==> src/rtl/iic_pkg.sv <==
// Shared types for the I2C responder register file: FSM states, ACK levels, bus event codes.
// Optional build macro used by this slice: IIC_GLITCH_FILTER_EN (see iic_line_sync).
package iic_pkg;

    typedef enum logic [3:0] {
        ST_IDLE,
        ST_ADDR,
        ST_ADDR_ACK,
        ST_PTR,
        ST_PTR_ACK,
        ST_WDATA,
        ST_WDATA_ACK,
        ST_RDATA,
        ST_RACK,
        ST_WAIT_STOP
    } iic_state_t;

    localparam logic IIC_ACK  = 1'b0;
    localparam logic IIC_NACK = 1'b1;

    typedef enum logic [1:0] {
        EV_NONE  = 2'd0,
        EV_START = 2'd1,
        EV_STOP  = 2'd2
    } iic_event_t;

endpackage

==> src/rtl/iic_line_sync.sv <==
// One bus line: 2-FF synchroniser, optional glitch filter (IIC_GLITCH_FILTER_EN), and
// registered level plus rise/fall pulses. Idle level of an I2C line is high.
module iic_line_sync (
    input  logic clk_50m,
    input  logic reset,
    input  logic line_i,
    output logic level_o,
    output logic rise_o,
    output logic fall_o
);
    logic sync1_q, sync1_d, sync2_q, sync2_d;
    logic level_q, level_d, rise_q, rise_d, fall_q, fall_d;
    logic clean;

    always_comb begin
        sync1_d = line_i;
        sync2_d = sync1_q;
    end

    always_ff @(posedge clk_50m) begin
        if (reset) begin
            sync1_q <= 1'b1;
            sync2_q <= 1'b1;
        end else begin
            sync1_q <= sync1_d;
            sync2_q <= sync2_d;
        end
    end

`ifdef IIC_GLITCH_FILTER_EN
    logic [2:0] maj_q, maj_d;
    logic       maj_bit;
    logic       filt_q, filt_d;
    logic [2:0] stab_cnt_q, stab_cnt_d;

    // Majority of three samples, then the result must disagree with the filtered
    // level for five consecutive cycles before the filtered level follows it.
    always_comb begin
        maj_d      = {maj_q[1:0], sync2_q};
        maj_bit    = (maj_q[0] & maj_q[1]) | (maj_q[1] & maj_q[2]) | (maj_q[0] & maj_q[2]);
        filt_d     = filt_q;
        stab_cnt_d = 3'd0;
        if (maj_bit != filt_q) begin
            if (stab_cnt_q == 3'd4) begin
                filt_d = maj_bit;
            end else begin
                stab_cnt_d = stab_cnt_q + 3'd1;
            end
        end
    end

    always_ff @(posedge clk_50m) begin
        if (reset) begin
            maj_q      <= 3'b111;
            filt_q     <= 1'b1;
            stab_cnt_q <= 3'd0;
        end else begin
            maj_q      <= maj_d;
            filt_q     <= filt_d;
            stab_cnt_q <= stab_cnt_d;
        end
    end

    assign clean = filt_q;
`else
    assign clean = sync2_q;
`endif

    always_comb begin
        level_d = clean;
        rise_d  = clean & ~level_q;
        fall_d  = ~clean & level_q;
    end

    always_ff @(posedge clk_50m) begin
        if (reset) begin
            level_q <= 1'b1;
            rise_q  <= 1'b0;
            fall_q  <= 1'b0;
        end else begin
            level_q <= level_d;
            rise_q  <= rise_d;
            fall_q  <= fall_d;
        end
    end

    assign level_o = level_q;
    assign rise_o  = rise_q;
    assign fall_o  = fall_q;

endmodule

==> src/rtl/iic_slave_regs.sv <==
// I2C responder exposing NUM_REGS 8-bit registers with an auto-incrementing pointer.
// Build option: define IIC_GLITCH_FILTER_EN to add input glitch filtering in iic_line_sync.
module iic_slave_regs
    import iic_pkg::*;
#(
    parameter logic [6:0]            DEV_ADDR = 7'h3C,
    parameter int unsigned           NUM_REGS = 8,
    parameter logic [NUM_REGS*8-1:0] REG_INIT = '0
) (
    input  logic                        clk_50m,
    input  logic                        reset,
    input  logic                        scl_i,
    input  logic                        sda_i,
    output logic                        sda_o,
    output logic                        sda_t,
    output logic [NUM_REGS*8-1:0]       reg_q,
    output logic                        wr_stb,
    output logic [$clog2(NUM_REGS)-1:0] wr_addr,
    output logic                        busy
);
    localparam int unsigned AW = $clog2(NUM_REGS);

    logic scl_lvl, scl_rise, scl_fall;
    logic sda_lvl, sda_rise, sda_fall;

    iic_line_sync u_scl_sync (
        .clk_50m (clk_50m),
        .reset   (reset),
        .line_i  (scl_i),
        .level_o (scl_lvl),
        .rise_o  (scl_rise),
        .fall_o  (scl_fall)
    );

    iic_line_sync u_sda_sync (
        .clk_50m (clk_50m),
        .reset   (reset),
        .line_i  (sda_i),
        .level_o (sda_lvl),
        .rise_o  (sda_rise),
        .fall_o  (sda_fall)
    );

    iic_state_t    state_q, state_d;
    logic [3:0]    bit_cnt_q, bit_cnt_d;
    logic [7:0]    shift_q, shift_d;
    logic [AW-1:0] ptr_q, ptr_d;
    logic          sda_t_q, sda_t_d;
    logic          busy_q, busy_d;
    logic          wr_stb_q, wr_stb_d;
    logic [AW-1:0] wr_addr_q, wr_addr_d;
    logic [7:0]    regs_q [NUM_REGS];
    logic [7:0]    regs_d [NUM_REGS];
    logic [7:0]    regs_init [NUM_REGS];

    iic_event_t bus_ev;
    logic [7:0] rx_byte;
    logic       wr_en;

    always_comb begin
        bus_ev = EV_NONE;
        if (scl_lvl && sda_fall) begin
            bus_ev = EV_START;
        end else if (scl_lvl && sda_rise) begin
            bus_ev = EV_STOP;
        end
    end

    always_comb begin
        state_d   = state_q;
        bit_cnt_d = bit_cnt_q;
        shift_d   = shift_q;
        ptr_d     = ptr_q;
        sda_t_d   = sda_t_q;
        busy_d    = busy_q;
        wr_en     = 1'b0;
        rx_byte   = {shift_q[6:0], sda_lvl};

        if (bus_ev == EV_START) begin
            state_d   = ST_ADDR;
            bit_cnt_d = 4'd0;
            shift_d   = 8'd0;
            sda_t_d   = 1'b1;
        end else if (bus_ev == EV_STOP) begin
            state_d = ST_IDLE;
            sda_t_d = 1'b1;
            busy_d  = 1'b0;
        end else begin
            case (state_q)
                ST_ADDR, ST_PTR, ST_WDATA: begin
                    if (scl_rise) begin
                        shift_d   = rx_byte;
                        bit_cnt_d = bit_cnt_q + 4'd1;
                        if (bit_cnt_q == 4'd7) begin
                            bit_cnt_d = 4'd0;
                            if (state_q == ST_ADDR) begin
                                if ((rx_byte[7:1] == DEV_ADDR) && (DEV_ADDR != 7'h00)) begin
                                    state_d = ST_ADDR_ACK;
                                    busy_d  = 1'b1;
                                end else begin
                                    state_d = ST_WAIT_STOP;
                                end
                            end else if (state_q == ST_PTR) begin
                                ptr_d   = rx_byte[AW-1:0];
                                state_d = ST_PTR_ACK;
                            end else begin
                                wr_en   = 1'b1;
                                ptr_d   = ptr_q + 1'b1;
                                state_d = ST_WDATA_ACK;
                            end
                        end
                    end
                end
                // First SCL fall pulls SDA low, the next one releases it and moves on.
                ST_ADDR_ACK, ST_PTR_ACK, ST_WDATA_ACK: begin
                    if (scl_fall) begin
                        if (sda_t_q) begin
                            sda_t_d = IIC_ACK;
                        end else begin
                            sda_t_d = 1'b1;
                            if (state_q == ST_ADDR_ACK && shift_q[0]) begin
                                state_d = ST_RDATA;
                                shift_d = regs_q[ptr_q];
                                sda_t_d = regs_q[ptr_q][7];
                            end else if (state_q == ST_ADDR_ACK) begin
                                state_d = ST_PTR;
                            end else begin
                                state_d = ST_WDATA;
                            end
                        end
                    end
                end
                ST_RDATA: begin
                    if (scl_rise) begin
                        bit_cnt_d = bit_cnt_q + 4'd1;
                    end else if (scl_fall) begin
                        if (bit_cnt_q == 4'd8) begin
                            state_d   = ST_RACK;
                            sda_t_d   = 1'b1;
                            bit_cnt_d = 4'd0;
                            ptr_d     = ptr_q + 1'b1;
                        end else begin
                            shift_d = {shift_q[6:0], shift_q[7]};
                            sda_t_d = shift_q[6];
                        end
                    end
                end
                // bit_cnt 1 marks "master acknowledged"; the next byte loads on the following fall.
                ST_RACK: begin
                    if (scl_rise) begin
                        if (sda_lvl == IIC_NACK) begin
                            state_d = ST_WAIT_STOP;
                        end else begin
                            bit_cnt_d = 4'd1;
                        end
                    end else if (scl_fall && bit_cnt_q == 4'd1) begin
                        state_d   = ST_RDATA;
                        bit_cnt_d = 4'd0;
                        shift_d   = regs_q[ptr_q];
                        sda_t_d   = regs_q[ptr_q][7];
                    end
                end
                default: begin
                end
            endcase
        end
    end

    always_comb begin
        regs_d = regs_q;
        if (wr_en) begin
            regs_d[ptr_q] = rx_byte;
        end
        wr_stb_d  = wr_en;
        wr_addr_d = wr_en ? ptr_q : wr_addr_q;
    end

    always_ff @(posedge clk_50m) begin
        if (reset) begin
            state_q   <= ST_IDLE;
            bit_cnt_q <= 4'd0;
            shift_q   <= 8'd0;
            ptr_q     <= '0;
            sda_t_q   <= 1'b1;
            busy_q    <= 1'b0;
            wr_stb_q  <= 1'b0;
            wr_addr_q <= '0;
            regs_q    <= regs_init;
        end else begin
            state_q   <= state_d;
            bit_cnt_q <= bit_cnt_d;
            shift_q   <= shift_d;
            ptr_q     <= ptr_d;
            sda_t_q   <= sda_t_d;
            busy_q    <= busy_d;
            wr_stb_q  <= wr_stb_d;
            wr_addr_q <= wr_addr_d;
            regs_q    <= regs_d;
        end
    end

    for (genvar gi = 0; gi < NUM_REGS; gi++) begin : g_reg
        assign regs_init[gi]      = REG_INIT[8*gi +: 8];
        assign reg_q[8*gi +: 8]   = regs_q[gi];
    end

    assign sda_o   = 1'b0;
    assign sda_t   = sda_t_q;
    assign wr_stb  = wr_stb_q;
    assign wr_addr = wr_addr_q;
    assign busy    = busy_q;

endmodule
==> config.mk <==
export PLATFORM = sky130hd
export DESIGN_NAME = iic_slave_regs
export DESIGN_NICKNAME = d
export VERILOG_FILES = /design/src/rtl/iic_pkg.sv /design/src/rtl/iic_line_sync.sv /design/src/rtl/iic_slave_regs.sv
export SDC_FILE = /design/constraint.sdc
export NUM_CORES = 1
export LEC_CHECK = 0
export ABC_CLOCK_PERIOD_IN_PS = 3600
export BUFFER_PORTS_ARGS = -buffer_cell sky130_fd_sc_hd__buf_2
export CAP_MARGIN = 20
export CORE_MARGIN = 2
export CORE_UTILIZATION = 61
export CTS_BUF_LIST = sky130_fd_sc_hd__clkbuf_8 sky130_fd_sc_hd__clkbuf_16
export CTS_CLUSTER_SIZE = 8
export DETAILED_ROUTE_END_ITERATION = 7
export GPL_ROUTABILITY_DRIVEN = 0
export PLACE_DENSITY = 0.85
export SYNTH_ARGS = -nofsm -noshare
export SYNTH_HDL_FRONTEND = slang
export SYNTH_SLANG_ARGS = --single-unit
export TNS_END_PERCENT = 5
==> constraint.sdc <==
create_clock -name clk_50m -period 3.6 [get_ports clk_50m]
set_input_delay 0.18 -clock clk_50m [delete_from_list [all_inputs] [get_ports clk_50m]]
set_output_delay 0.18 -clock clk_50m [all_outputs]
set_load 0.01 [all_outputs]
After elaboration in Yosys (flattened, before gate mapping)
Index checks and enable logic that the tools add are counted.

Mux-type cells: 75. Equality and inequality tests: 40. $lt $le $gt $ge: 2. Add/subtract/negate cells: 2. Bitwise logic cells: 11. Reduce and logical (&&, ||, !) cells: 26.

Operator list (number): 2-to-1 mux 8 bit (12); 2-to-1 mux 4 bit (20); bitwise mux 64 bit (1); one-hot mux 8 bit (4 select lines) (1); 2-to-1 mux 3 bit (9); binary-select mux 8 bit (select 3 bit) (1); demux 8 bit (select 3 bit) (1); 2-to-1 mux 1 bit (23); equality test 4 x 3 -> 1 bit (second input constant) (5); AND reduction 10 bit (2); inequality test 2 bit (second input constant) (9); inequality test 4 bit (second input constant) (4); one-hot mux 4 bit (4 select lines) (1); inequality test 4 x 3 -> 1 bit (second input constant) (3); one-hot mux 4 bit (3 select lines) (1); AND reduction 6 bit (2); nonzero test 2 bit (6); AND reduction 11 bit (1); inequality test 5 x 4 -> 1 bit (second input constant) (2); inequality test 3 x 2 -> 1 bit (second input constant) (3); AND reduction 9 bit (1); OR reduction 3 bit (3); equality test 4 x 1 -> 1 bit (second input constant) (2); equality test 4 x 2 -> 1 bit (second input constant) (2); 23 further kinds (41).

Logic and storage cells: 183. Input bits: 4. Register bits: 99. Output and inout port bits: 71.

Depth between registers and ports, before layout
Gate-level depths: netlist (run 1).

Depth in word-level cells: 8. Depth in mapped cells: 8. Gate-level depth less buffers: 7.

By module
From an unflattened synthesis (run 1), not the netlist that was laid out.

Cell total of the unflattened synthesis: 497. Area, all modules: 4822.1 um^2.

By module, submodules not included: iic_slave_regs (area each 4554.4 um^2, cells each 477, seq. area each 1781.7 um^2, instances 1); iic_line_sync (area each 133.9 um^2, cells each 10, seq. area each 100.1 um^2, instances 2).

Worst setup path before layout (run 1)
OpenSTA, ideal clock, no wires.

Path type: register -> register. From: register bit_cnt_q[0]. To: register state_q[1]. Stages on the path, launching flop included: 7. Period minus slack after synthesis: 1.903 ns. Buffers on the path: 0. Data arrival time: 1.833 ns. Required time: 3.530 ns. Setup slack: 1.697 ns. Setup time: 0.070 ns. Cells stage by stage: dfxtp_1 ha_1 or4bb_1 o21ai_0 o22ai_1 or4b_1 a21oi_1.

Cells in the longest elaborated chain, start to end: 4. Elaborated cells between the ends (all ways): 8. Those cells by class: eq/ne (6); reduce/logical (2).

RTL lines: start, declared (line iic_slave_regs.sv:45) `logic [3:0] bit_cnt_q, bit_cnt_d;`; start signal, assigned (line iic_slave_regs.sv:191) `bit_cnt_q <= bit_cnt_d;`; equality test 4 x 1 -> 1 bit (line iic_slave_regs.sv:156) `end else if (scl_fall && bit_cnt_q == 4'd1) begin`; logical AND 1 bit (line iic_slave_regs.sv:156); inequality test 3 x 2 -> 1 bit (no source line); AND reduction 10 bit (no source line) (*); end signal, assigned (line iic_slave_regs.sv:190) `state_q <= state_d;`; end, declared (line iic_slave_regs.sv:44) `iic_state_t state_q, state_d;`.

Every way passes the cells marked *; elsewhere a longest branch is shown, timed or not. A chain may end at the register's enable or synchronous reset.

Final worst setup path (run 1)
From: register bit_cnt_q[0]. To: register regs_q (netlist bit reg_q[33]).

Cells in the longest elaborated chain, start to end: 6.

RTL lines: equality test 4 x 3 -> 1 bit (line iic_slave_regs.sv:94) `if (bit_cnt_q == 4'd7) begin`; 2-to-1 mux 1 bit (line iic_slave_regs.sv:94); 2-to-1 mux 1 bit (line iic_slave_regs.sv:91) `if (scl_rise) begin`; 2-to-1 mux 1 bit (line iic_slave_regs.sv:89) `case (state_q)`; 2-to-1 mux 1 bit (line iic_slave_regs.sv:84) `end else if (bus_ev == EV_STOP) begin`; 2-to-1 mux 1 bit (line iic_slave_regs.sv:79) `if (bus_ev == EV_START) begin`; end signal, assigned (line iic_slave_regs.sv:188) `regs_q <= regs_init;`; end signal, assigned (line iic_slave_regs.sv:198) `regs_q <= regs_d;`; end, declared (line iic_slave_regs.sv:52) `logic [7:0] regs_q [NUM_REGS];`.

Every way passes these cells.

==> results of run 1 <==
path summary, 6_finish.rpt:
path,endpoint,cells past startpoint,from
max,reg_q[33],7,bit_cnt_q[0]
min,shift_q[0],4,reset
max reg2reg,reg_q[33],7,bit_cnt_q[0]
min reg2reg,u_sda_sync.clean,1,u_sda_sync.sync1_q
logic make-up after synthesis:
group,after synthesis,share of synthesized area
flops,99,0.4045
compound gates,106,0.1376
other cells,1,0.0007654
mux,89,0.1895
simple gates,184,0.2056
buf+inv,58,0.05184
fa+ha+maj,4,0.01021
area by class of cell:
type / count / area (sq um) / area share
Clock buffer: 9 / 123.9 / 0.02267
Tap cell: 102 / 127.6 / 0.02336
Multi-Input combinational cell: 384 / 2676 / 0.4898
Timing Repair Buffer: 82 / 437.9 / 0.08015
Inverter: 10 / 37.54 / 0.006870
Clock inverter: 7 / 77.57 / 0.01420
Sequential cell: 99 / 1983 / 0.3629
registers in the layout, summed over array words and instances, names as in the netlist:
signal	flops
shift_q	8
u_scl_sync.rise_o	1
ptr_q	3
u_sda_sync.level_o	1
reg_q	64
u_scl_sync.fall_o	1
u_scl_sync.sync1_q	1
wr_addr	3
wr_stb	1
sda_t	1
busy	1
u_sda_sync.clean	1
u_sda_sync.rise_o	1
state_q	4
u_sda_sync.fall_o	1
u_scl_sync.level_o	1
u_sda_sync.sync1_q	1
bit_cnt_q	4
u_scl_sync.clean	1
critical path, cell delays in order, from the launching register on:
cell and delay [ns]:
dfxtp_1 0.42, ha_1 0.21, nand3b_1 0.20, nand4b_4 0.35, nor4b_2 0.64, buf_4 0.29, mux2i_1 0.20, nor2_1 0.06
cells in the final DEF, fill, tap and decap left out, drive strengths merged, types with 5 or more instances in the layout:
cell type / count
a211oi: 13
a21oi: 28
and4b: 5
buf: 80
clkbuf: 9
dfxtp: 99
inv: 13
mux2i: 86
nand2: 21
nand2b: 6
nand3: 8
nor2: 85
nor2b: 6
nor3: 12
o211ai: 7
o21ai: 26
o31a: 5
or2: 7
synth_stat cells, drive strengths merged, types with 3 or more instances:
| cell type | count |
|---|---|
| o211ai | 7 |
| a211oi | 13 |
| dfxtp | 99 |
| ha | 4 |
| and4b | 5 |
| or4b | 3 |
| nand2 | 21 |
| or2 | 7 |
| and2 | 3 |
| a31oi | 3 |
| nand3b | 3 |
| nor3b | 4 |
| nor3 | 12 |
| nand4b | 4 |
| clkbuf | 30 |
| o2bb2ai | 3 |
| a21oi | 28 |
| nand3 | 8 |
| a21o | 3 |
| mux4 | 3 |
| buf | 18 |
| nor4b | 4 |
| inv | 10 |
| a22oi | 3 |
| o21ai | 26 |
| nor2b | 6 |
| mux2i | 86 |
| nor2 | 85 |
| o22ai | 4 |
| nand2b | 6 |
| o31a | 5 |
metrics by stage:
stage                     setup WS (ns)  cell area [sq um]
final                             1.079               5464
after global placement            1.211               5243
after detailed placement          1.176               5243
after global routing             0.9331               5464
after CTS                         1.125               5464
after floorplan                   1.697               4900
per-layer routing:
| metal | wire (um) | vias to the layer above | share of wire |
|---|---|---|---|
| li1 | - | 2019 | - |
| met1 | 5297 | 2034 | 0.43 |
| met2 | 5970 | 199 | 0.48 |
| met3 | 885 | 29 | 0.071 |
| met4 | 240 | 0 | 0.019 |
| met5 | 0 | - | 0 |
power by group through the flow:
stage | logic [mW] | registers (mW) | clock network (mW)
4_1_cts | 0.0342 | 1.10 | 0.737
3_5_place_dp | 0.0325 | 1.13 | 0
6_report | 0.0345 | 1.10 | 0.729
2_1_floorplan | 0.0259 | 1.13 | 0
3_3_place_gp | 0.0319 | 1.13 | 0
5_1_grt | 0.0381 | 1.10 | 0.780
repair_timing:
item / 4_1_cts / 5_1_grt
endpoints found under the setup margin: 0 / 0
hold endpoints to repair: 2 / 0
hold buffers: 2 / 0
==> metrics.md, run 1 <==
| Metric | Value |
|---|---|
| Cell taking the most area after synthesis | dfxtp_1 |
| Max_cap viols | 0 |
| PD cells | between 300 and 400 mW/mm^2 |
| Design internal power | between 1 and 1.5 mW |
| Net count after synthesis | between 500 and 600 |
| Data arrival, critical path | 2.75 ns |
| Layout area overhead | 11.52% |
| Vias in the first global route | about 4000 |
| Area contributors post-synth | dfxtp_1, mux2i_1, nor2_1 |
| Leak | ~2.3 nW |
| Final setup vio count | 0 |
| Least-Margin Pin Slew | 1.002 ns |
| Met2 usage | 0.4832 |
| Pin count of the biggest net entering global routing | 85 |
| Netlist cell types | between 60 and 70 |
| H-Tree Depth | 3 |
| Sw frac | 0.2306 |
| Placed insts | approximately 680 |
| Post-Synthesis Cells | 541 |
| Final wirelength | ~12000 um |
| Ys flop type | dfxtp_1 |
| I/O pin total | 75 |
| Mapped Area | between 0.004 and 0.005 sq mm |
| Layout fillers | around 590 |
| Synth top area share | 0.4045 |
| Flop and latch count out of synthesis | between 90 and 100 |
| Critical Path Source Type | flop |
| Reg2reg setup slack | 1.08 ns |
| Drt wl/cell | about 18 um |
| Max Fanout on Critical Path | 8 |
| Gr busiest metal | met2 |
| Initial core utilization | 0.6308 |
| Ys Warns | 0 |
| Layout cell share with drive strength beyond 1 | 0.1963 |
| Asr flop ratio synth | 0 |
| Grt met1 use | 0.3682 |
| Post-CTS Resized | 0 |
| NumNets Final | around 600 |
| DR vias/cell | around 6.2 |
| Antenna diodes | 0 |
| Die Span Y | 93.63 um |
| Final Hold Fails | 0 |
| Die area | between 0.008 and 0.009 sq mm |
| Final ANT Viol Nets | 0 |
| First-pass GRT wire length | approximately 20000 um |
| Fin Setup TNS | 0 ns |
| RSZ-0062 raised after global routing | no |
| Hold WC Path Type | in2reg |
| Max-slew violations | 0 |
| Post-CTS Setup Bufs | 0 |
| Initial antenna violation count | 0 |
| Period minus WS final | 2.521 ns |
| Final setup skew | around 0.018 ns |
| CP Class | reg2reg |
| Post-synthesis sequential area ratio | 0.4045 |
| Number of synthesized flops with an enable pin | 0 |
| Port Buffers | between 70 and 80 |
| CTS root buffer | clkbuf_8 |
| DR vias | approximately 4300 |
| Fin cells | between 600 and 700 |
| GRT Total Usage | 0.2872 |
| Worst Path Required | approximately 3.8 ns |
| Die Width | between 90 and 100 um |
| Max-slew headroom | 0.3318 |
| Grt ovf | 0 |
| Final Util | 0.7034 |
| Clock Power Share | 0.391 |
| Row count | 32 |
| Sink Count | between 90 and 100 |
| 1st-iter DRT viols | approximately 380 |
| Hold_ws | just over 0.3 ns |
| Mean Syn Cell Area | 9.057 sq um |
| CTS buffer count | 9 |
| Comb pwr share | 0.019 |
| Outcome | finished, final reports clean |
| Clk buf depth | 2 |
| CTS clk-pin slew, worst paths | ~0.11 ns |
| Switching Power | 0.4301 mW |
| Worst vdd ir | roughly 280 uV |
| Fin crit share | 0.7003 |
| Clock latency on the worst-skew pair | between 0.3 and 0.4 ns |
| First-pass DRT Iterations | 5 |
| CTS tree | done |
| Timing-limited maximum frequency | between 300 and 400 MHz |
| Detailed placement HPWL | ~8500 um |
| Core footprint | a little under 0.008 sq mm |
| Critical Path End Type | flop |
| Pwr Total | 1.865 mW |
| Met3 Use GR | 0.06446 |
| Register share of total power | 0.590 |
| DRC | 0 |
No activity file was read; power rests on OpenSTA's default activity.
==> run 2: changes to the inputs <==
- ABC_CLOCK_PERIOD_IN_PS: 3600 -> 2570
- CORE_UTILIZATION: 61 -> 57
- PLACE_DENSITY: 0.85 -> 0.8
- clock period: 3.6 -> 2.57 ns (I/O delays scaled with it)
==> run 2 against run 1 <==
Net effect:
- clock-buffer cell count stayed put
- sequential share of layout area decreased by 0.59 points
- routed wire length grew 0.73%
- worst setup slack worse by 0.90 ns
- clock power increased by 33%
- highest routed layer unchanged
- worst hold slack got worse by 0.16 ns
- combinational power grew 52%
- global-route usage is 1.9 points lower
- critical path type unchanged
==> metrics.md, run 2 (synthesis gave the netlist of run 1 again) <==
| Metric | Value |
|---|---|
| Vias in the first global route | 4140 (+2.9%) |
| Antenna diodes | 0 (unchanged) |
| Core footprint | 0.008258 sq mm (+6.3%) |
| Max_cap viols | 0 (unchanged) |
| Post-CTS Setup Bufs | 0 (unchanged) |
| H-Tree Depth | 3 (unchanged) |
| Max-slew violations | 0 (unchanged) |
| Initial antenna violation count | 0 (unchanged) |
| Drt wl/cell | 17.58 um (-1.7%) |
| Placement Cell Area | 0.005344 sq mm (+1.9%) |
| First-pass GRT wire length | 20570 um (+4.0%) |
| Data arrival, critical path | 2.64 ns (-0.11 ns) |
| Pin count of the biggest net entering global routing | 49 (-42%) |
| Least-Margin Pin Slew | 0.7867 ns (-0.2156 ns) |
| Die Span Y | 96.72 um (+3.3%) |
| NumNets Final | 608 (+2.4%) |
| Outcome | finished, final reports clean |
| Clk buf depth | 2 (unchanged) |
| Most common cell after layout, fill and taps aside | dfxtp_1 |
| Sink Count | 99 (unchanged) |
| I/O pin total | 75 (unchanged) |
| Timing-limited maximum frequency | 417.7 MHz (+5.3%) |
| DR vias | 4300 (+0.44%) |
| CP Class | reg2reg |
| Hold WC Path Type | in2reg |
| Fin Setup TNS | 0 ns (unchanged) |
| Fin cells | 710 (+2.5%) |
| PD cells | 461.7 mW/mm^2 (+35%) |
| Die Width | 96.72 um (+3.3%) |
| Pwr Total | 2.565 mW (+38%) |
| Fin crit share | 0.9316 (+0.2313) |
| Row count | 33 (+3.1%) |
| Final setup skew | 0.01001 ns (-0.007785 ns) |
| Port Buffers | 73 (unchanged) |
| Placed insts | 691 (+2.4%) |
| CTS tree | done |
| Final instance area | 0.005554 sq mm (+1.6%) |
| Final Util | 0.6726 (-0.03087) |
| GRT Total Usage | 0.2678 (-0.01944) |
| Die area | 0.009354 sq mm (+6.7%) |
| Worst-path cell chain | or4b_4, o2111ai_1, or3_1, o21ai_0 |
| Clock latency on the worst-skew pair | 0.38 ns (about the same) |
| Grt ovf | 0 (unchanged) |
| DR vias/cell | 6.056 (-2.0%) |
| Hold_ws | 0.1435 ns (-0.1607 ns) |
| Critical Path End Type | flop |
| First-pass DRT Iterations | 4 (-1) |
| CTS clk-pin slew, worst paths | 0.10 ns (about the same) |
| 1st-iter DRT viols | 291 (-23%) |
| Worst Path Required | 2.82 ns (-1.01 ns) |
| DRC | 0 (unchanged) |
| Final setup vio count | 0 (unchanged) |
| Final ANT Viol Nets | 0 (unchanged) |
| Period minus WS final | 2.394 ns (-0.1268 ns) |
| PnR worst setup slack | 0.1757 ns (-0.9032 ns) |
| Initial core utilization | 0.5933 (-0.03747) |
| Post-CTS Resized | 0 (unchanged) |
| Setup WS pre-CTS | 0.1864 ns (-0.9895 ns) |
| Layout area overhead | 13.36% |
| Largest register FFs | 64 (unchanged) |
| Critical Path Max Stage Delay | 0.67 ns (+0.03 ns) |
| Layout cell share with drive strength beyond 1 | 0.2165 (+0.02025) |
| CTS buffer count | 9 (unchanged) |
| Critical Path Source Type | flop |
| Detailed placement HPWL | 8553 um (+0.48%) |
| CTS root buffer | clkbuf_8 |
| Max Fanout on Critical Path | 15 (+7) |
| Final wirelength | 12480 um (+0.73%) |
| Final Hold Fails | 0 (unchanged) |
| Commonest non-fill, non-tap cells in the layout | dfxtp_1, mux2i_1, nor2_1 |
| Leak | 2.373 nW (+2.8%) |
| Max-slew headroom | 0.4750 (+0.1432) |
| Worst vdd ir | 341.4 uV (+23%) |
| Slowest CP cell | o2111ai_1 |
| RSZ-0062 raised after global routing | no |
run 2: cell types whose count changed in the layout (fill, tap and decap cells not counted):
cell / previous run / this run
inv_6: 1 / 2
buf_4: 7 / 21
bufinv_16: 1 / 0
clkinv_4: 1 / 2
inv_1: 11 / 10
clkinv_2: 0 / 1
clkinvlp_4: 2 / 1
run 2: worst paths after layout:
check,from,end,slack (ns),cells past startpoint
hold reg to reg,u_sda_sync.sync1_q,u_sda_sync.clean,0.42,1
hold / removal,reset,state_q[0],0.14,3
setup reg to reg,state_q[3],shift_q[3],0.18,4
setup / recovery,state_q[3],shift_q[3],0.18,4
run 2: final cells by class:
type | instances | area, sq um
clock inverters | 7 | 58.81
flip-flops and latches | 99 | 1983
inverters | 10 | 37.54
repair buffers | 96 | 543.0
clock buffers | 9 | 123.9
fillers | 678 | 2704
well taps | 105 | 131.4
multi-input cells | 384 | 2676
run 2: where the power goes:
part | switching (mW) | internal [mW]
sequential | 0.00370 | 1.54
combinational | 0.0366 | 0.0158
clock | 0.602 | 0.368
total | 0.643 | 1.92
run 2: routing by layer:
metal,share of wire,global-route usage,up-vias
met5,0,0,-
met4,0.020,0.09317,0
met3,0.073,0.05780,24
met2,0.49,0.4444,187
met1,0.42,0.3456,2049
li1,-,-,2040
run 2: worst max-delay path, delay by kind of cell, from the launching register on:
kind	cells	cell delay, ns
flip-flops	1	0.60
AND/OR/NAND/NOR	2	0.87
AO/OA/AOI/OAI	2	0.79
run 2: what timing repair did:
action,CTS,global route
setup endpoints to repair,0,0
hold buffers,2,0
hold endpoints to repair,2,0
==> run 3: changes to the inputs <==
- ABC_CLOCK_PERIOD_IN_PS: 2570 -> 2300
- clock period: 2.57 -> 2.3 ns (I/O delays scaled with it)
==> run 3 against run 2 <==
Net effect:
- clock skew rose by 0.0018 ns
- clock power rose by 10%
- first-iteration DRC count fell by 21%
- largest power group unchanged
- sequential share of layout area fell by 0.63 points
- critical path type unchanged
- global-route usage rose by 1.1 points
- routed wire length rose by 4.7%
- critical path depth rose by 2
==> metrics.md, run 3 (synthesis gave the netlist of run 1 again) <==
| Metric | Value |
|---|---|
| Outcome | finished, final reports clean |
| 1st-iter DRT viols | 230 (-21%) |
| Worst Path Required | 2.55 ns (-0.27 ns) |
| Sink Count | 99 (unchanged) |
| CP Class | reg2reg |
| Timing-limited maximum frequency | 453.9 MHz (+8.7%) |
| Clk buf depth | 2 (unchanged) |
| Met3 Use GR | 0.04913 (-0.008671) |
| Die Width | 96.72 um (unchanged) |
| Setup WS pre-CTS | 0.1138 ns (-0.07263 ns) |
| Die Span Y | 96.72 um (unchanged) |
| Layout fillers | 661 (-2.5%) |
| Row count | 33 (unchanged) |
| Largest register FFs | 64 (unchanged) |
| CTS clk-pin slew, worst paths | 0.10 ns (about the same) |
| Die area | 0.009354 sq mm (unchanged) |
| First-pass DRT Iterations | 5 (+1) |
| NumNets Final | 617 (+1.5%) |
| I/O pin total | 75 (unchanged) |
| Met2 usage | 0.4722 (+0.02778) |
| Placement Cell Area | 0.005431 sq mm (+1.6%) |
| CTS buffer count | 9 (unchanged) |
| Final ANT Viol Nets | 0 (unchanged) |
| Max-slew violations | 0 (unchanged) |
| Least-Margin Pin Slew | 0.6004 ns (-0.1863 ns) |
| Hold_ws | 0.1191 ns (-0.02447 ns) |
| Post-CTS Setup Bufs | 0 (unchanged) |
| Worst-path cell chain | buf_4, and4b_1, a21oi_1, o2111ai_1, a2111oi_0, a211oi_1 |
| Worst vdd ir | 404.8 uV (+19%) |
| Hold WC Path Type | in2reg |
| Final setup vio count | 0 (unchanged) |
| First-pass GRT wire length | 21420 um (+4.2%) |
| RSZ-0062 raised after global routing | yes |
| Antenna diodes | 0 (unchanged) |
| DR vias | 4373 (+1.7%) |
| PnR worst setup slack | 0.09689 ns (-0.07878 ns) |
| Initial antenna violation count | 0 (unchanged) |
| Clock latency on the worst-skew pair | 0.38 ns (about the same) |
| Vias in the first global route | 4211 (+1.7%) |
| H-Tree Depth | 3 (unchanged) |
| Drt wl/cell | 18.20 um (+3.5%) |
| Slowest CP cell | a2111oi_0 |
| CP startpoint | state_q[0] |
| Grt met1 use | 0.3656 (+0.02005) |
| Buf+Inv Stages, Crit Path | 1 (+1) |
| Commonest non-fill, non-tap cells in the layout | dfxtp_1, mux2i_1, nor2_1 |
| Fin crit share | 0.9579 (+0.02623) |
| Grt ovf | 0 (unchanged) |
| Critical Path Source Type | flop |
| Pin count of the biggest net entering global routing | 37 (-24%) |
| Period minus WS final | 2.203 ns (-0.1912 ns) |
| CTS tree | done |
| DRC | 0 (unchanged) |
| Leak | 2.426 nW (+2.3%) |
| R2R Path Start | state_q[0] |
| Max-slew headroom | 0.5992 (+0.1242) |
| CTS root buffer | clkbuf_8 |
| Final wirelength | 13070 um (+4.7%) |
| PD cells | 505.3 mW/mm^2 (+9.4%) |
| Detailed placement HPWL | 9126 um (+6.7%) |
| Layout area overhead | 15.48% |
| Port Buffers | 73 (unchanged) |
| Gr busiest metal | met2 |
| GRT Total Usage | 0.2790 (+0.01125) |
| Core footprint | 0.008258 sq mm (unchanged) |
| Max_cap viols | 0 (unchanged) |
| Max Fanout on Critical Path | 9 (-6) |
| Final instance area | 0.005658 sq mm (+1.9%) |
| Most common cell after layout, fill and taps aside | dfxtp_1 |
| Critical Path End Type | flop |
| DR vias/cell | 6.091 (+0.56%) |
| Hold Startpoint | reset |
| Initial core utilization | 0.5933 (unchanged) |
| Data arrival, critical path | 2.45 ns (-0.19 ns) |
| Final setup skew | 0.01184 ns (+0.001832 ns) |
| CP top delay family | compound AO/OA/AOI/OAI gates |
| Final Hold Fails | 0 (unchanged) |
| Layout cell share with drive strength beyond 1 | 0.2300 (+0.01349) |
| Final Util | 0.6852 (+0.01258) |
| Critical Path Max Stage Delay | 0.60 ns (-0.07 ns) |
-- run 3: layer usage --
metal | vias up | part of all wire
li1 | 2069 | -
met1 | 2090 | 0.42
met2 | 183 | 0.49
met3 | 31 | 0.068
met4 | 0 | 0.022
met5 | - | 0
-- run 3: area by class of cell --
class | count | area, sq um | area share
Clock inverter | 6 | 57.56 | 0.01017
Clock buffer | 9 | 123.9 | 0.02189
Tap cell | 105 | 131.4 | 0.02322
Inverter | 10 | 37.54 | 0.006634
Multi-Input combinational cell | 384 | 2700 | 0.4772
Timing Repair Buffer | 105 | 623.1 | 0.1101
Sequential cell | 99 | 1984 | 0.3507
-- run 3: worst reg2reg max path: stages, from the launching register on --
cell and delay (ns):
dfxtp_1 0.43, buf_4 0.21, and4b_1 0.30, a21oi_1 0.18
o2111ai_1 0.27, a2111oi_0 0.60, a211oi_1 0.09
-- run 3: final timing paths --
check	to	slack, ns	depth (start not counted)
hold reg to reg	u_sda_sync.clean	0.42	1
setup / recovery	shift_q[7]	0.1	6
hold / removal	reg_q[17]	0.12	2
setup reg to reg	shift_q[7]	0.1	6
-- run 3: stage by stage --
step,setup TNS [ns],std cells,power (mW)
global placement,0,701,1.819
floorplan,0,541,1.802
CTS,0,718,2.870
finish,0,718,2.859
detailed placement,0,701,1.820
global route,-0.002450,718,2.951
-- run 3: power breakdown --
group | total [mW] | leakage [nW] | switching, mW | internal (mW)
combinational | 0.0622 | 1.53 | 0.0432 | 0.0190
clock | 1.07 | 0.0937 | 0.661 | 0.413
sequential | 1.72 | 0.799 | 0.00413 | 1.72
total | 2.86 | 2.43 | 0.709 | 2.15
-- run 3: repair_timing --
item / 4_1_cts / 5_1_grt
endpoints found under the setup margin: 0 / 11
resized for setup: 0 / 5
hold endpoints to repair: 2 / 0
hold buffers: 2 / 0
